## src/rtl/conv_5ks_ctrl_if.sv

```systemverilog
// Bus bundle between conv_5ks_ctrl, its ROM/RAM read ports, the
// convolution datapath and the layer scheduler.
interface conv_5ks_ctrl_if #(
    parameter int DATA_BIT = 8
);
    logic                start;
    logic                busy;
    logic                done;
    logic [4:0]          w_addr;
    logic [11:0]         w_data;
    logic [1:0]          b_addr;
    logic [7:0]          b_data;
    logic [9:0]          img_addr;
    logic [DATA_BIT-1:0] img_data;
    logic                conv_rst;
    logic [DATA_BIT-1:0] in_data;
    logic [3:0]          in_weight_1;
    logic [3:0]          in_weight_2;
    logic [3:0]          in_weight_3;
    logic [7:0]          in_bias;
    logic                conv_valid;
    logic                out_valid;
    logic [4:0]          out_row;
    logic [4:0]          out_col;
    logic                err;

    modport master (
        input  start, w_data, b_data, img_data, conv_valid,
        output busy, done, w_addr, b_addr, img_addr, conv_rst,
               in_data, in_weight_1, in_weight_2, in_weight_3,
               in_bias, out_valid, out_row, out_col, err
    );

    modport slave (
        output start, w_data, b_data, img_data, conv_valid,
        input  busy, done, w_addr, b_addr, img_addr, conv_rst,
               in_data, in_weight_1, in_weight_2, in_weight_3,
               in_bias, out_valid, out_row, out_col, err
    );
endinterface

```

## src/rtl/conv_5ks_ctrl.sv

```systemverilog
// Sequencer for the 5x5 three-channel convolution stage: loads weights,
// biases and pixels, then counts and tags output beats.
// Optional DRAIN watchdog: define CONV_CTRL_TIMEOUT_EN.
module conv_5ks_ctrl #(
    parameter int WIDTH    = 28,
    parameter int HEIGHT   = 28,
    parameter int KS       = 5,
    parameter int DATA_BIT = 8
) (
    input logic             clk,
    input logic             rst,
    conv_5ks_ctrl_if.master bus
);
    localparam int NW   = KS * KS;
    localparam int NB   = 3;
    localparam int NPIX = WIDTH * HEIGHT;
    localparam int OW   = WIDTH - KS + 1;
    localparam int OH   = HEIGHT - KS + 1;
    localparam int NOUT = OW * OH;

    localparam logic [9:0] W_END = 10'(NW - 1);
    localparam logic [9:0] B_END = 10'(NB - 1);
    localparam logic [9:0] P_END = 10'(NPIX - 1);
    localparam logic [9:0] O_END = 10'(NOUT);
    localparam logic [4:0] C_END = 5'(OW - 1);

    typedef enum logic [2:0] {
        IDLE, LOAD_W, LOAD_B, STREAM, DRAIN, DONE
    } state_t;

    state_t      state;
    state_t      state_nxt;
    logic        go;
    logic        phase_end;
    logic        busy_c;
    logic        done_c;
    logic [9:0]  cnt;
    logic        w_act;
    logic        b_act;
    logic        img_act;
    logic        w_act_d;
    logic        b_act_d;
    logic        img_act_d;
    logic        counting;
    logic        accept;
    logic [9:0]  out_cnt;
    logic [4:0]  row;
    logic [4:0]  col;
`ifdef CONV_CTRL_TIMEOUT_EN
    localparam logic [11:0] WD_MAX = 12'hFFF;
    logic [11:0] wd;
    logic        timeout;
    logic        err_q;
`endif

    // State register.
    always_ff @(posedge clk or posedge rst) begin
        if (rst) begin
            state <= IDLE;
        end else begin
            state <= state_nxt;
        end
    end

    // Next-state and status decode for the load/stream/drain sequence.
    always_comb begin
        state_nxt = state;
        go        = 1'b0;
        phase_end = 1'b0;
        busy_c    = 1'b0;
        done_c    = 1'b0;
`ifdef CONV_CTRL_TIMEOUT_EN
        timeout   = 1'b0;
`endif
        unique case (state)
            IDLE: begin
                if (bus.start) begin
                    state_nxt = LOAD_W;
                    go        = 1'b1;
                end
            end
            LOAD_W: begin
                busy_c = 1'b1;
                if (cnt == W_END) begin
                    state_nxt = LOAD_B;
                    phase_end = 1'b1;
                end
            end
            LOAD_B: begin
                busy_c = 1'b1;
                if (cnt == B_END) begin
                    state_nxt = STREAM;
                    phase_end = 1'b1;
                end
            end
            STREAM: begin
                busy_c = 1'b1;
                if (cnt == P_END) begin
                    state_nxt = DRAIN;
                    phase_end = 1'b1;
                end
            end
            DRAIN: begin
                busy_c = 1'b1;
                if (out_cnt == O_END) begin
                    state_nxt = DONE;
                end
`ifdef CONV_CTRL_TIMEOUT_EN
                else if (wd == WD_MAX && !bus.conv_valid) begin
                    state_nxt = DONE;
                    timeout   = 1'b1;
                end
`endif
            end
            DONE: begin
                done_c    = 1'b1;
                state_nxt = IDLE;
            end
            default: state_nxt = IDLE;
        endcase
    end

    assign bus.busy = busy_c;
    assign bus.done = done_c;

    // Shared address counter, restarted at each phase boundary.
    always_ff @(posedge clk or posedge rst) begin
        if (rst) begin
            cnt <= '0;
        end else if (go || phase_end) begin
            cnt <= '0;
        end else if (state == LOAD_W || state == LOAD_B ||
                     state == STREAM) begin
            cnt <= cnt + 10'd1;
        end
    end

    // Registered addresses plus phase flags tracking the read latency.
    always_ff @(posedge clk or posedge rst) begin
        if (rst) begin
            bus.w_addr   <= '0;
            bus.b_addr   <= '0;
            bus.img_addr <= '0;
            w_act        <= 1'b0;
            b_act        <= 1'b0;
            img_act      <= 1'b0;
            w_act_d      <= 1'b0;
            b_act_d      <= 1'b0;
            img_act_d    <= 1'b0;
        end else begin
            bus.w_addr   <= (state == LOAD_W) ? cnt[4:0] : 5'd0;
            bus.b_addr   <= (state == LOAD_B) ? cnt[1:0] : 2'd0;
            bus.img_addr <= (state == STREAM) ? cnt : 10'd0;
            w_act        <= state == LOAD_W;
            b_act        <= state == LOAD_B;
            img_act      <= state == STREAM;
            w_act_d      <= w_act;
            b_act_d      <= b_act;
            img_act_d    <= img_act;
        end
    end

    // Read data registered once onto the datapath buses, zero off-phase.
    always_ff @(posedge clk or posedge rst) begin
        if (rst) begin
            bus.in_weight_1 <= '0;
            bus.in_weight_2 <= '0;
            bus.in_weight_3 <= '0;
            bus.in_bias     <= '0;
            bus.in_data     <= '0;
            bus.conv_rst    <= 1'b1;
        end else begin
            bus.in_weight_1 <= w_act_d ? bus.w_data[3:0] : 4'd0;
            bus.in_weight_2 <= w_act_d ? bus.w_data[7:4] : 4'd0;
            bus.in_weight_3 <= w_act_d ? bus.w_data[11:8] : 4'd0;
            bus.in_bias     <= b_act_d ? bus.b_data : 8'd0;
            bus.in_data     <= img_act_d ? bus.img_data
                                         : {DATA_BIT{1'b0}};
            if (state_nxt == IDLE) begin
                bus.conv_rst <= 1'b1;
            end else if (w_act_d) begin
                bus.conv_rst <= 1'b0;
            end
        end
    end

    assign counting = (state == STREAM) || (state == DRAIN);
    assign accept   = counting && bus.conv_valid && (out_cnt != O_END);

    // Output beat counter with raster row/column tagging.
    always_ff @(posedge clk or posedge rst) begin
        if (rst) begin
            out_cnt       <= '0;
            row           <= '0;
            col           <= '0;
            bus.out_valid <= 1'b0;
            bus.out_row   <= '0;
            bus.out_col   <= '0;
        end else if (go) begin
            out_cnt       <= '0;
            row           <= '0;
            col           <= '0;
            bus.out_valid <= 1'b0;
            bus.out_row   <= '0;
            bus.out_col   <= '0;
        end else begin
            bus.out_valid <= accept;
            bus.out_row   <= accept ? row : 5'd0;
            bus.out_col   <= accept ? col : 5'd0;
            if (accept) begin
                out_cnt <= out_cnt + 10'd1;
                if (col == C_END) begin
                    col <= '0;
                    row <= row + 5'd1;
                end else begin
                    col <= col + 5'd1;
                end
            end
        end
    end

`ifdef CONV_CTRL_TIMEOUT_EN
    // Watchdog on datapath silence; expiry ends the run with err set.
    always_ff @(posedge clk or posedge rst) begin
        if (rst) begin
            wd    <= '0;
            err_q <= 1'b0;
        end else if (go) begin
            wd    <= '0;
            err_q <= 1'b0;
        end else begin
            if (!counting || bus.conv_valid) begin
                wd <= '0;
            end else if (wd != WD_MAX) begin
                wd <= wd + 12'd1;
            end
            if (timeout) begin
                err_q <= 1'b1;
            end
        end
    end

    assign bus.err = err_q;
`else
    assign bus.err = 1'b0;
`endif
endmodule

```

## src/flat_wrapper.sv

```systemverilog
// flat-port wrapper written by rule: the top's interface ports become plain ports
module conv_5ks_ctrl_flat 
#(
    parameter int WIDTH    = 28,
    parameter int HEIGHT   = 28,
    parameter int KS       = 5,
    parameter int DATA_BIT = 8
)
  (clk, rst, bus_start, bus_w_data, bus_b_data, bus_img_data, bus_conv_valid, bus_busy, bus_done, bus_w_addr, bus_b_addr, bus_img_addr, bus_conv_rst, bus_in_data, bus_in_weight_1, bus_in_weight_2, bus_in_weight_3, bus_in_bias, bus_out_valid, bus_out_row, bus_out_col, bus_err);
  conv_5ks_ctrl_if #(.DATA_BIT(DATA_BIT)) bus_i ();
  input logic clk;
  input logic rst;
  input wire logic [$bits(bus_i.start)-1:0] bus_start;
  input wire logic [$bits(bus_i.w_data)-1:0] bus_w_data;
  input wire logic [$bits(bus_i.b_data)-1:0] bus_b_data;
  input wire logic [$bits(bus_i.img_data)-1:0] bus_img_data;
  input wire logic [$bits(bus_i.conv_valid)-1:0] bus_conv_valid;
  output wire logic [$bits(bus_i.busy)-1:0] bus_busy;
  output wire logic [$bits(bus_i.done)-1:0] bus_done;
  output wire logic [$bits(bus_i.w_addr)-1:0] bus_w_addr;
  output wire logic [$bits(bus_i.b_addr)-1:0] bus_b_addr;
  output wire logic [$bits(bus_i.img_addr)-1:0] bus_img_addr;
  output wire logic [$bits(bus_i.conv_rst)-1:0] bus_conv_rst;
  output wire logic [$bits(bus_i.in_data)-1:0] bus_in_data;
  output wire logic [$bits(bus_i.in_weight_1)-1:0] bus_in_weight_1;
  output wire logic [$bits(bus_i.in_weight_2)-1:0] bus_in_weight_2;
  output wire logic [$bits(bus_i.in_weight_3)-1:0] bus_in_weight_3;
  output wire logic [$bits(bus_i.in_bias)-1:0] bus_in_bias;
  output wire logic [$bits(bus_i.out_valid)-1:0] bus_out_valid;
  output wire logic [$bits(bus_i.out_row)-1:0] bus_out_row;
  output wire logic [$bits(bus_i.out_col)-1:0] bus_out_col;
  output wire logic [$bits(bus_i.err)-1:0] bus_err;
  assign bus_i.start = bus_start;
  assign bus_i.w_data = bus_w_data;
  assign bus_i.b_data = bus_b_data;
  assign bus_i.img_data = bus_img_data;
  assign bus_i.conv_valid = bus_conv_valid;
  assign bus_busy = bus_i.busy;
  assign bus_done = bus_i.done;
  assign bus_w_addr = bus_i.w_addr;
  assign bus_b_addr = bus_i.b_addr;
  assign bus_img_addr = bus_i.img_addr;
  assign bus_conv_rst = bus_i.conv_rst;
  assign bus_in_data = bus_i.in_data;
  assign bus_in_weight_1 = bus_i.in_weight_1;
  assign bus_in_weight_2 = bus_i.in_weight_2;
  assign bus_in_weight_3 = bus_i.in_weight_3;
  assign bus_in_bias = bus_i.in_bias;
  assign bus_out_valid = bus_i.out_valid;
  assign bus_out_row = bus_i.out_row;
  assign bus_out_col = bus_i.out_col;
  assign bus_err = bus_i.err;
  conv_5ks_ctrl #(.WIDTH(WIDTH), .HEIGHT(HEIGHT), .KS(KS), .DATA_BIT(DATA_BIT)) u_core (.clk(clk), .rst(rst), .bus(bus_i));
endmodule
```

## config.mk

```make
export PLATFORM = sky130hd
export DESIGN_NAME = conv_5ks_ctrl_flat
export DESIGN_NICKNAME = d
export VERILOG_FILES = /design/src/rtl/conv_5ks_ctrl_if.sv /design/src/rtl/conv_5ks_ctrl.sv /design/src/flat_wrapper.sv
export SDC_FILE = /design/constraint.sdc
export NUM_CORES = 1
export LEC_CHECK = 0
export ABC_CLOCK_PERIOD_IN_PS = 3700
export CAP_MARGIN = 20
export CELL_PAD_IN_SITES_DETAIL_PLACEMENT = 1
export CELL_PAD_IN_SITES_GLOBAL_PLACEMENT = 1
export CORE_MARGIN = 1
export CORE_UTILIZATION = 39
export DETAILED_ROUTE_END_ITERATION = 6
export PLACE_DENSITY_LB_ADDON = 0.1
export SLEW_MARGIN = 20
export SYNTH_ARGS = -nofsm -noshare
export SYNTH_HDL_FRONTEND = slang
export SYNTH_SLANG_ARGS = --single-unit
```

## constraint.sdc

```tcl
create_clock -name clk -period 3.7 [get_ports clk]
set_input_delay 0.74 -clock clk [delete_from_list [all_inputs] [get_ports clk]]
set_output_delay 0.74 -clock clk [all_outputs]
set_load 0.02 [all_outputs]
```

Yosys cells after proc, flatten, opt, wreduce, memory -nomap -nowiden
Cells that the tools add are included.
W data, S select, Z words.
- bits of input ports: 32
- output and inout bits: 60
- bits in registers: 96
- word-level logic and storage cells: 91
- add/sub/neg operators: 4
- mux-type cells: 39
- equality and inequality tests: 11
- reduce and logical (&&, ||, !) cells: 14
- operators by type and width (cell ; count):
    $mux W5 ; 11
    $mux W10 ; 5
    $add A10 B1 Y10 const B ; 2
    $eq A10 B10 Y1 const B ; 2
    $mux W8 ; 2
    $mux W3 ; 5
    $pmux W3 S5 ; 1
    $mux W4 ; 3
    $add A5 B1 Y5 const B ; 2
    $eq A10 B2 Y1 const B ; 1
    $eq A10 B5 Y1 const B ; 1
    $mux W1 ; 10
    $ne A10 B10 Y1 const B ; 1
    $reduce_bool A2 Y1 ; 4
    $eq A3 B2 Y1 const B ; 2
    $eq A3 B3 Y1 const B ; 2
    $logic_not A3 Y1 ; 2
    $eq A5 B5 Y1 const B ; 1
    $logic_or A1 B1 Y1 ; 4
    $reduce_or A4 Y1 ; 1
    $eq A3 B1 Y1 const B ; 1
    $pmux W1 S3 ; 1
    $logic_and A1 B1 Y1 ; 2
    $mux W2 ; 1
    $reduce_and A2 Y1 ; 1

Logic depth before layout (Yosys ltp)
Gate-level depths: netlist of the first run.
- depth in word-level cells: 6
- gate-level depth with buffers: 7
- gate-level depth less buffers: 7

Least setup slack after synthesis of the first run
No wires, ideal clock.
- kind: reg-to-output
- start point: register u_core.state[2]
- end point: output port bus_busy
- path slack: 1959 ps
- stages on the path, launching flop included: 3
- buffers on the path: 1
- required time: 2960 ps
- arrival: 1001 ps
- path through: dfrtp_1 clkbuf_1 xnor2_1
- cells in the longest elaborated chain, start to end: 3
- ends and longest elaborated chain (element ; line ; RTL):
    start: declaration ; conv_5ks_ctrl.sv:31 ; state_t state;
    start signal: assignment ; conv_5ks_ctrl.sv:61 ; state <= state_nxt;
    $eq A3 B3 Y1 (tied with other cells) ; conv_5ks_ctrl.sv:75 ; unique case (state)
    $reduce_or A4 Y1 (no line) * ; - ;
    $mux W1 * ; conv_5ks_ctrl.sv:75 ;
    end: declaration ; flat_wrapper.sv:18 ; output wire logic [$bits(bus_i.busy)-1:0] bus_busy;
Mark *: on every way between the ends. The rest lies on a longest branch, timed or not.

Worst setup path after layout of the first run
- start point: register u_core.state[0]
- end point: output port bus_busy
The elaborated chain is that of the path after synthesis.

==> metrics.yaml, run 1 <==
sta:
  worstMarginPinSlew_ps: 600.1
  setup_viol: 0
  grt_setup_unrepaired: "no"
  max_slew_margin_pct: 59.68
  fin_crit_ps: 2668
  final.period_utilization_pct: 72.12
  fmax_mhz: 374.8
  slew_viol_final: 0
  hold_violations: 0
  fin_ws_ps: 1032
  tns_ps: 0
  skew_ps: 12.04
place:
  hpwlAfterDp_um: 6160
  gp_congestion: 0.7962
  port_buffers: 90
  dpl_cell_area_um2: 4890
  place_ws_ps: 1292
  placed_cells_incl_taps: 534
synthesis:
  seq_area_frac_synth_pct: 62.53
  synth-edff-count: 0
  synth.distinct_cells: 43
  synth.largest_area_cell: "dfrtp_1"
  synth_mux_area_share_pct: 1.563
  synth_commonest_cells: "dfrtp_1 (95), and2_1 (45), nor2_1 (27)"
  synth_top_cell_area_share_pct: 61.85
  yosysWarnings: 0
  synth_most_common_cell: "dfrtp_1"
  synth-main-ff-cell: "dfrtp_1"
  postSynth.asyncResetShare_pct: 100.0
  synth_area_leaders: "dfrtp_1 (62%), and2_1 (7.3%), xor2_1 (2.7%)"
  synth_top_family_by_area: "simple AND/OR/NAND/NOR gates"
  syn_nets: 361
  ys_ff_latch: 96
  synth_compound_area_share_pct: 2.832
  avgSynthCellArea_um2: 11.94
  syn_area_um2: 3844
  synthAdderAreaFrac_pct: 2.279
  synth-simple-area-share_pct: 24.64
  yosys.area_share.xor_xnor_pct: 4.102
  synthCells: 322
clocking:
  cts_resized: 0
  cts_root_buffer: "clkbuf_8"
  postCtsSetupBuffers: 0
  h-tree-depth: 3
  cts_tree: "built"
  cts_hold_buf: 0
  path_clk_slew_ps: 90
  cts_sinks: 96
  cts_buffers: 9
  cts_buffer_depth: 2
  clock_latency_ps: 350
worst_setup_path:
  path_class: "reg -> out"
  worstPathArrival_ps: 1930
  startpoint_type: "flop"
  required_ps: 2960
  r2r_end: "u_core.out_cnt[9]$_DFFE_PP0P_"
  rrSetupSlack_ps: 1480
  r2r_cells: 5
  end_kind: "output port"
  timing.rr.start: "u_core.state[2]$_DFF_PP0_"
  crit_fanout: 8
pwr:
  ir_drop_mv: 0.2061
  p_leak_nw: 2.361
  internal_power_mw: 1.897
  seq_power_share_pct: 47.8
  p_per_area_nw_per_um2: 558.2
  switchingPower_uw: 942.0
  comb_power_share_pct: 28.0
  p_sw_share_pct: 33.18
  p_clk_share_pct: 24.2
layout:
  multi_input_area_um2: 1365
  post-route-cell-area_um2: 5086
  drive_gt1_share_pct: 7.838
  final_cells: 550
  post-route-util_pct: 54.27
  nFillCells: 1038
  num_antenna_cells: 0
  final_nets: 455
  syn2layout_area_growth_pct: 32.32
  seq_area_um2: 2404
route:
  first_iter_violations: 68
  firstDrtPassIters: 4
  ant_nets: 0
  num_vias: 2666
  route.detailed.drc: 0
  via_per_inst: 4.847
  wirelength_um: 8672
  wl_per_cell_um: 15.77
floorplan:
  die_h_um: 101.3
  die_area_um2: 10260
  num_io_pins: 92
  start_util_pct: 41.01
  num_rows: 35
  fp.coreArea_um2: 9371
  die_w_um: 101.3
grt:
  track_usage_pct: 17.89
  globalRouteOverflowTotal: 0
  grt_start_max_net_pins: 47
  antenna_found_initial: 0
  grt_pass1_vias: 2781
  grt_pass1_wl_um: 14010
job:
  drv_cap: 0
worst_hold_path:
  hold_path_depth: 0
  hold_end: "u_core.b_act_d$_DFF_PP0_"
  hold_class: "reg -> reg"
  min_from: "u_core.b_act$_DFF_PP0_"
run_status:
  outcome: "completed"
[layout make-up]
class | count | share of cell area (%)
Inverter | 7 | 0.5658
Timing Repair Buffer | 94 | 18.30
Clock buffer | 10 | 2.509
Multi-Input combinational cell | 208 | 26.84
Tap cell | 129 | 3.173
Clock inverter | 6 | 1.353
Sequential cell | 96 | 47.26
[state kept, by name (all words and copies together) (netlist names), 2 cells and up]
name	flops
u_core.bus.out_col	5
u_core.bus.in_weight_2	4
u_core.cnt	10
u_core.bus.w_addr	5
u_core.col	5
u_core.bus.in_weight_3	4
u_core.bus.out_row	5
u_core.bus.in_weight_1	4
u_core.state	3
u_core.bus.in_bias	8
u_core.bus.img_addr	10
u_core.bus.in_data	8
u_core.out_cnt	10
u_core.row	5
u_core.bus.b_addr	2
[worst max-delay path by stage]
| stage | start | slack (ps) | end |
|---|---|---|---|
| 2_1_floorplan | rst | 460 | u_core.b_act$_DFF_PP0_ |
| 3_3_place_gp | bus_start | 1360 | u_core.cnt[7]$_DFFE_PP0P_ |
| 3_5_place_dp | bus_start | 1290 | u_core.cnt[7]$_DFFE_PP0P_ |
| 4_1_cts | u_core.state[0]$_DFF_PP0_ | 1000 | bus_busy |
| 5_1_grt | u_core.state[0]$_DFF_PP0_ | 950 | bus_busy |
| 6_report | u_core.state[0]$_DFF_PP0_ | 1030 | bus_busy |
[power groups by stage]
stage                     clock [mW]  combinational [mW]  sequential (mW)
final                          0.687               0.794             1.36
after global routing           0.749               0.867             1.39
after CTS                      0.715               0.808             1.36
after detailed placement           0               0.801             1.38
after global placement             0               0.787             1.37
after floorplan                    0               0.363             1.45
[per-stage QoR]
stage                     hold slack [ps]  power (mW)
final                               356.7       2.839
after global routing                354.5       3.002
after CTS                           355.1       2.884
after detailed placement            336.5       2.183
after global placement              333.2       2.157
after floorplan                     331.2       1.811
[kinds of logic (layout without fill, tap and decap cells)]
kind of cell | Yosys count | in the layout
other | 1 | 1
xor gates and xnor gates | 18 | 18
muxes | 6 | 6
DFF | 96 | 96
adders and majority gates | 7 | 7
and+or+nand+nor | 160 | 160
AOI/OAI and AO/OA | 16 | 16
buffers and inverters | 18 | 117
[layout by cell type (no fill, tap or decap), types with 2 or more instances in the layout]
| cell | count |
|---|---|
| and3b_1 | 2 |
| nor3_1 | 5 |
| o21ai_0 | 5 |
| nand2_1 | 21 |
| clkbuf_8 | 9 |
| xnor2_1 | 6 |
| nor3b_2 | 3 |
| xor2_1 | 12 |
| nand3_1 | 10 |
| clkinv_4 | 2 |
| nand3b_1 | 3 |
| or3_1 | 6 |
| and2_1 | 45 |
| buf_4 | 4 |
| nand4_1 | 9 |
| inv_1 | 6 |
| nand2b_1 | 2 |
| and3_1 | 14 |
| a21oi_1 | 2 |
| o31a_1 | 2 |
| nor4_2 | 2 |
| nor2_1 | 27 |
| o22ai_1 | 2 |
| mux2i_1 | 6 |
| ha_1 | 7 |
| dfrtp_1 | 95 |
| clkdlybuf4s50_1 | 90 |
[worst max-delay path, stage by stage (launching register included)]
cell,delay (ps)
dfrtp_1,490
nor2_1,290
xnor2_1,160
clkdlybuf4s50_1,640
[metal layers]
layer / GRT usage (%) / part of all wire [%]
met1: 23.54 / 45
met2: 28.78 / 47
met3: 4.003 / 6.0
met4: 7.358 / 1.4
met5: 0 / 0
Note: power is estimated with default switching activity, not from simulation.
==> inputs of run 2 (changes only) <==
--- a/config.mk
+++ b/config.mk
@@ -5,7 +5,7 @@
 export SDC_FILE = /design/constraint.sdc
 export NUM_CORES = 1
 export LEC_CHECK = 0
-export ABC_CLOCK_PERIOD_IN_PS = 3700
+export ABC_CLOCK_PERIOD_IN_PS = 2650
 export CAP_MARGIN = 20
 export CELL_PAD_IN_SITES_DETAIL_PLACEMENT = 1
 export CELL_PAD_IN_SITES_GLOBAL_PLACEMENT = 1
==> constraint.sdc (replaced) <==
create_clock -name clk -period 2.65 [get_ports clk]
set_input_delay 0.53 -clock clk [delete_from_list [all_inputs] [get_ports clk]]
set_output_delay 0.53 -clock clk [all_outputs]
set_load 0.02 [all_outputs]
==> metrics.yaml, run 2 (synthesis gave the netlist of run 1 again) <==
place:
  hpwlAfterDp_um: 5982
  port_buffers: 90
  gp_congestion: 0.7924
  dpl_cell_area_um2: 4896
pwr:
  p_sw_share_pct: 32.03
  power_mw: 4.121
  internal_power_mw: 2.801
  p_leak_nw: 2.380
  seq_power_share_pct: 46.2
  p_clk_share_pct: 26.8
  comb_power_share_pct: 27.0
  ir_drop_mv: 0.3173
  p_per_area_nw_per_um2: 802.8
  switchingPower_mw: 1.320
floorplan:
  fp.coreArea_um2: 9371
  start_util_pct: 41.01
  num_io_pins: 92
  die_w_um: 101.3
  die_h_um: 101.3
  die_area_um2: 10260
  num_rows: 35
route:
  route.detailed.drc: 0
  wirelength_um: 8674
  ant_nets: 0
  first_iter_violations: 82
  wl_per_cell_um: 15.80
  num_vias: 2652
  via_per_inst: 4.831
  firstDrtPassIters: 4
worst_hold_path:
  hold_class: "reg -> reg"
clocking:
  postCtsSetupBuffers: 0
  h-tree-depth: 3
  path_clk_slew_ps: 90
  cts_resized: 0
  cts_tree: "built"
  cts_hold_buf: 0
  cts_root_buffer: "clkbuf_8"
  cts_buffer_depth: 2
  cts_sinks: 96
  clock_latency_ps: 360
  cts_buffers: 9
layout:
  multi_input_area_um2: 1365
  syn2layout_area_growth_pct: 33.56
  seq_area_um2: 2404
  nFillCells: 1027
  final_nets: 454
  most-common-layout-cells: "dfrtp_1 (95), clkdlybuf4s50_1 (90), and2_1 (45)"
  final_common_cell: "dfrtp_1"
  drive_gt1_share_pct: 7.857
  num_antenna_cells: 0
  largest_registers: "u_core.bus.img_addr x10, u_core.cnt x10, u_core.out_cnt x10"
  post-route-cell-area_um2: 5134
sta:
  tns_ps: 0
  skew_ps: 12.33
  worstMarginPinSlew_ps: 523.8
  worst_hold_slack_ps: 361.0
  max_slew_margin_pct: 64.98
  final.period_utilization_pct: 93.43
  grt_setup_unrepaired: "no"
  hold_violations: 0
  setup_viol: 0
  fin_crit_ps: 2476
  slew_viol_final: 0
  fmax_mhz: 403.9
grt:
  antenna_found_initial: 0
  globalRouteOverflowTotal: 0
  grt_pass1_vias: 2800
  grt_start_max_net_pins: 97
  track_usage_pct: 18.46
  grt_pass1_wl_um: 14390
worst_setup_path:
  crit_fanout: 8
  worstPathArrival_ps: 1950
  path_class: "reg -> out"
  end_kind: "output port"
  required_ps: 2120
  startpoint_type: "flop"
job:
  drv_cap: 0
run_status:
  outcome: "completed"
[run 2: cell count changes in the layout (fill, tap and decap cells not counted), sizes merged]
| cell | delta |
|---|---|
| clkinv | -1 |
| inv | -1 |
| clkbuf | +1 |
| buf | -1 |
| bufinv | +1 |
[run 2: area by class of cell]
cell class	instances	share of cell area, %
flip-flops and latches	96	46.82
multi-input cells	208	26.59
repair buffers	93	18.23
well taps	129	3.144
clock buffers	11	2.949
clock inverters	5	1.682
inverters	7	0.5849
[run 2: critical path, stage by stage, from the launching register on]
cell and delay [ps]:
dfrtp_1 490, nor2_1 310, xnor2_1 160, clkdlybuf4s50_1 640
[run 2: final timing paths]
kind	endpoint	cells past startpoint	start	slack, ps
max	bus_busy	3	u_core.state[0]$_DFF_PP0_	170
min	u_core.w_act_d$_DFF_PP0_	0	u_core.w_act$_DFF_PP0_	360
max reg2reg	u_core.out_cnt[7]$_DFFE_PP0P_	5	u_core.state[2]$_DFF_PP0_	590
min reg2reg	u_core.w_act_d$_DFF_PP0_	0	u_core.w_act$_DFF_PP0_	360
max in group asynchronous	u_core.col[2]$_DFFE_PP0P_	3	rst	1570
min in group asynchronous	u_core.bus.in_bias[5]$_DFF_PP0_	3	rst	670
[run 2: power groups by stage]
stage / clock network, mW / logic (mW) / registers, mW
after global placement: 0 / 1.11 / 1.92
final: 1.10 / 1.11 / 1.90
after CTS: 1.15 / 1.13 / 1.91
after floorplan: 0 / 0.506 / 2.02
after detailed placement: 0 / 1.13 / 1.94
after global routing: 1.20 / 1.23 / 1.94
[run 2: routing by layer]
metal	routed length [um]	vias to the layer above	global-route usage [%]
met5	0	-	0
met4	106	0	7.246
met1	4100	1314	24.83
met3	404	9	3.934
met2	4062	69	29.36
li1	-	1260	-
[run 2: stage by stage]
step	worst slack, ps	instances	utilization [%]
2_1_floorplan	987.2	322	-
3_3_place_gp	567.6	533	52.24
3_5_place_dp	553.6	533	52.24
4_1_cts	159.1	549	54.78
5_1_grt	65.21	549	54.78
6_report	174.0	549	54.78
==> inputs of run 3 (changes only) <==
--- a/config.mk
+++ b/config.mk
@@ -11,9 +11,11 @@
 export CELL_PAD_IN_SITES_GLOBAL_PLACEMENT = 1
 export CORE_MARGIN = 1
 export CORE_UTILIZATION = 39
+export CTS_CLUSTER_DIAMETER = 200
 export DETAILED_ROUTE_END_ITERATION = 6
 export PLACE_DENSITY_LB_ADDON = 0.1
 export SLEW_MARGIN = 20
 export SYNTH_ARGS = -nofsm -noshare
 export SYNTH_HDL_FRONTEND = slang
 export SYNTH_SLANG_ARGS = --single-unit
+export TNS_END_PERCENT = 5
==> constraint.sdc (replaced) <==
create_clock -name clk -period 2.65 [get_ports clk]
set_input_delay 0.795 -clock clk [delete_from_list [all_inputs] [get_ports clk]]
set_output_delay 0.795 -clock clk [all_outputs]
set_load 0.02 [all_outputs]
==> metrics.yaml, run 3 (synthesis gave the netlist of run 1 again) <==
layout:
  seq_area_um2: 2405
  largest_registers: "u_core.bus.img_addr x10, u_core.cnt x10, u_core.out_cnt x10"
  drive_gt1_share_pct: 8.294
  multi_input_area_um2: 1368
  most-common-layout-cells: "dfrtp_1 (94), clkdlybuf4s50_1 (89), and2_1 (45)"
  final_cells: 551
  final_nets: 456
  final_common_cell: "dfrtp_1"
  post-route-cell-area_um2: 5086
  syn2layout_area_growth_pct: 32.32
  nFillCells: 1006
  num_antenna_cells: 0
clocking:
  cts_buffer_depth: 2
  cts_tree: "built"
  cts_root_buffer: "clkbuf_8"
  cts_sinks: 96
  path_clk_slew_ps: 90
  h-tree-depth: 3
  clock_latency_ps: 360
  cts_buffers: 9
job:
  drv_cap: 0
place:
  gp_congestion: 0.7591
  placed_cells_incl_taps: 535
  dpl_cell_area_um2: 4911
  port_buffers: 90
  hpwlAfterDp_um: 6205
sta:
  grt_setup_unrepaired: "no"
  fin_crit_ps: 2517
  final.period_utilization_pct: 94.99
  slew_viol_final: 0
  hold_violations: 0
  max_slew_margin_pct: 64.60
  tns_ps: 0
  fmax_mhz: 397.3
  skew_ps: 10.97
  worstMarginPinSlew_ps: 528.6
  setup_viol: 0
worst_hold_path:
  hold_class: "reg -> reg"
  hold_path_depth: 0
  min_from: "u_core.img_act$_DFF_PP0_"
  hold_end: "u_core.img_act_d$_DFF_PP0_"
worst_setup_path:
  path_class: "reg -> out"
  end_kind: "output port"
  crit_fanout: 8
  startpoint_type: "flop"
  rrSetupSlack_ps: 620
  r2r_cells: 5
  timing.rr.start: "u_core.state[2]$_DFF_PP0_"
  r2r_end: "u_core.out_cnt[9]$_DFFE_PP0P_"
  required_ps: 1860
  worstPathArrival_ps: 1720
floorplan:
  fp.coreArea_um2: 9371
  start_util_pct: 41.01
  die_h_um: 101.3
  num_io_pins: 92
  die_w_um: 101.3
  num_rows: 35
  die_area_um2: 10260
grt:
  grt_start_max_net_pins: 97
  grt_pass1_wl_um: 13920
  grt_pass1_vias: 2737
  globalRouteOverflowTotal: 0
  track_usage_pct: 18.13
  antenna_found_initial: 0
route:
  wirelength_um: 8778
  route.detailed.drc: 0
  ant_nets: 0
  wl_per_cell_um: 15.93
  num_vias: 2654
  firstDrtPassIters: 4
  via_per_inst: 4.817
  first_iter_violations: 54
pwr:
  ir_drop_mv: 0.3076
  p_per_area_nw_per_um2: 763.9
  p_leak_nw: 2.347
  power_mw: 3.885
run_status:
  outcome: "completed"
run 3: through the flow:
stage               setup WS (ps)  utilization [%]  hold WS (ps)
CTS                         28.35            54.26         358.4
detailed placement          317.5            52.40         337.8
global placement            344.5            52.40         332.4
floorplan                   722.2                -         331.2
global route                93.55            54.27         362.6
finish                      132.7            54.27         354.5
run 3: power by group:
group          leakage, nW  total [mW]  internal, mW  switching, mW
Sequential            1.29        1.89          1.70          0.197
Clock               0.0801       0.868         0.349          0.519
Combinational        0.973        1.12         0.517          0.606
run 3: worst max-delay path by stage:
stage | startpoint | end | slack [ps] | depth (start not counted)
final | u_core.state[1]$_DFF_PP0_ | bus_done | 130 | 2
after global placement | u_core.state[0]$_DFF_PP0_ | bus_busy | 340 | 3
after CTS | u_core.state[2]$_DFF_PP0_ | bus_done | 30 | 2
after detailed placement | u_core.state[0]$_DFF_PP0_ | bus_busy | 320 | 3
after floorplan | rst | u_core.b_act$_DFF_PP0_ | 720 | 1
after global routing | u_core.state[1]$_DFF_PP0_ | bus_done | 90 | 2
run 3: timing repair:
item                                    in CTS  in global routing
endpoints found under the setup margin       1                  1
setup buffers                                0                  0
hold buffers                                 0                  0
hold endpoints to repair                     0                  0
gates resized for setup                      2                  1
cloned                                       0                  0
run 3: metal layers:
metal  track usage (%)  routed length, um
met3             5.452                493
met5                 0                  0
met1             23.39               4072
met4             5.351                102
met2             29.62               4110
run 3: final cells by class:
type	instances	area share (%)
inverter	7	0.5904
multi-input combinational	208	26.89
sequential	96	47.28
clock buffer	11	2.583
timing repair buffer	95	18.67
tap	129	3.173
clock inverter	5	0.8118
run 3: critical path, stage by stage, from the launching register on:
cell and delay (ps):
dfrtp_1 490, and3b_1 250, clkdlybuf4s50_1 630
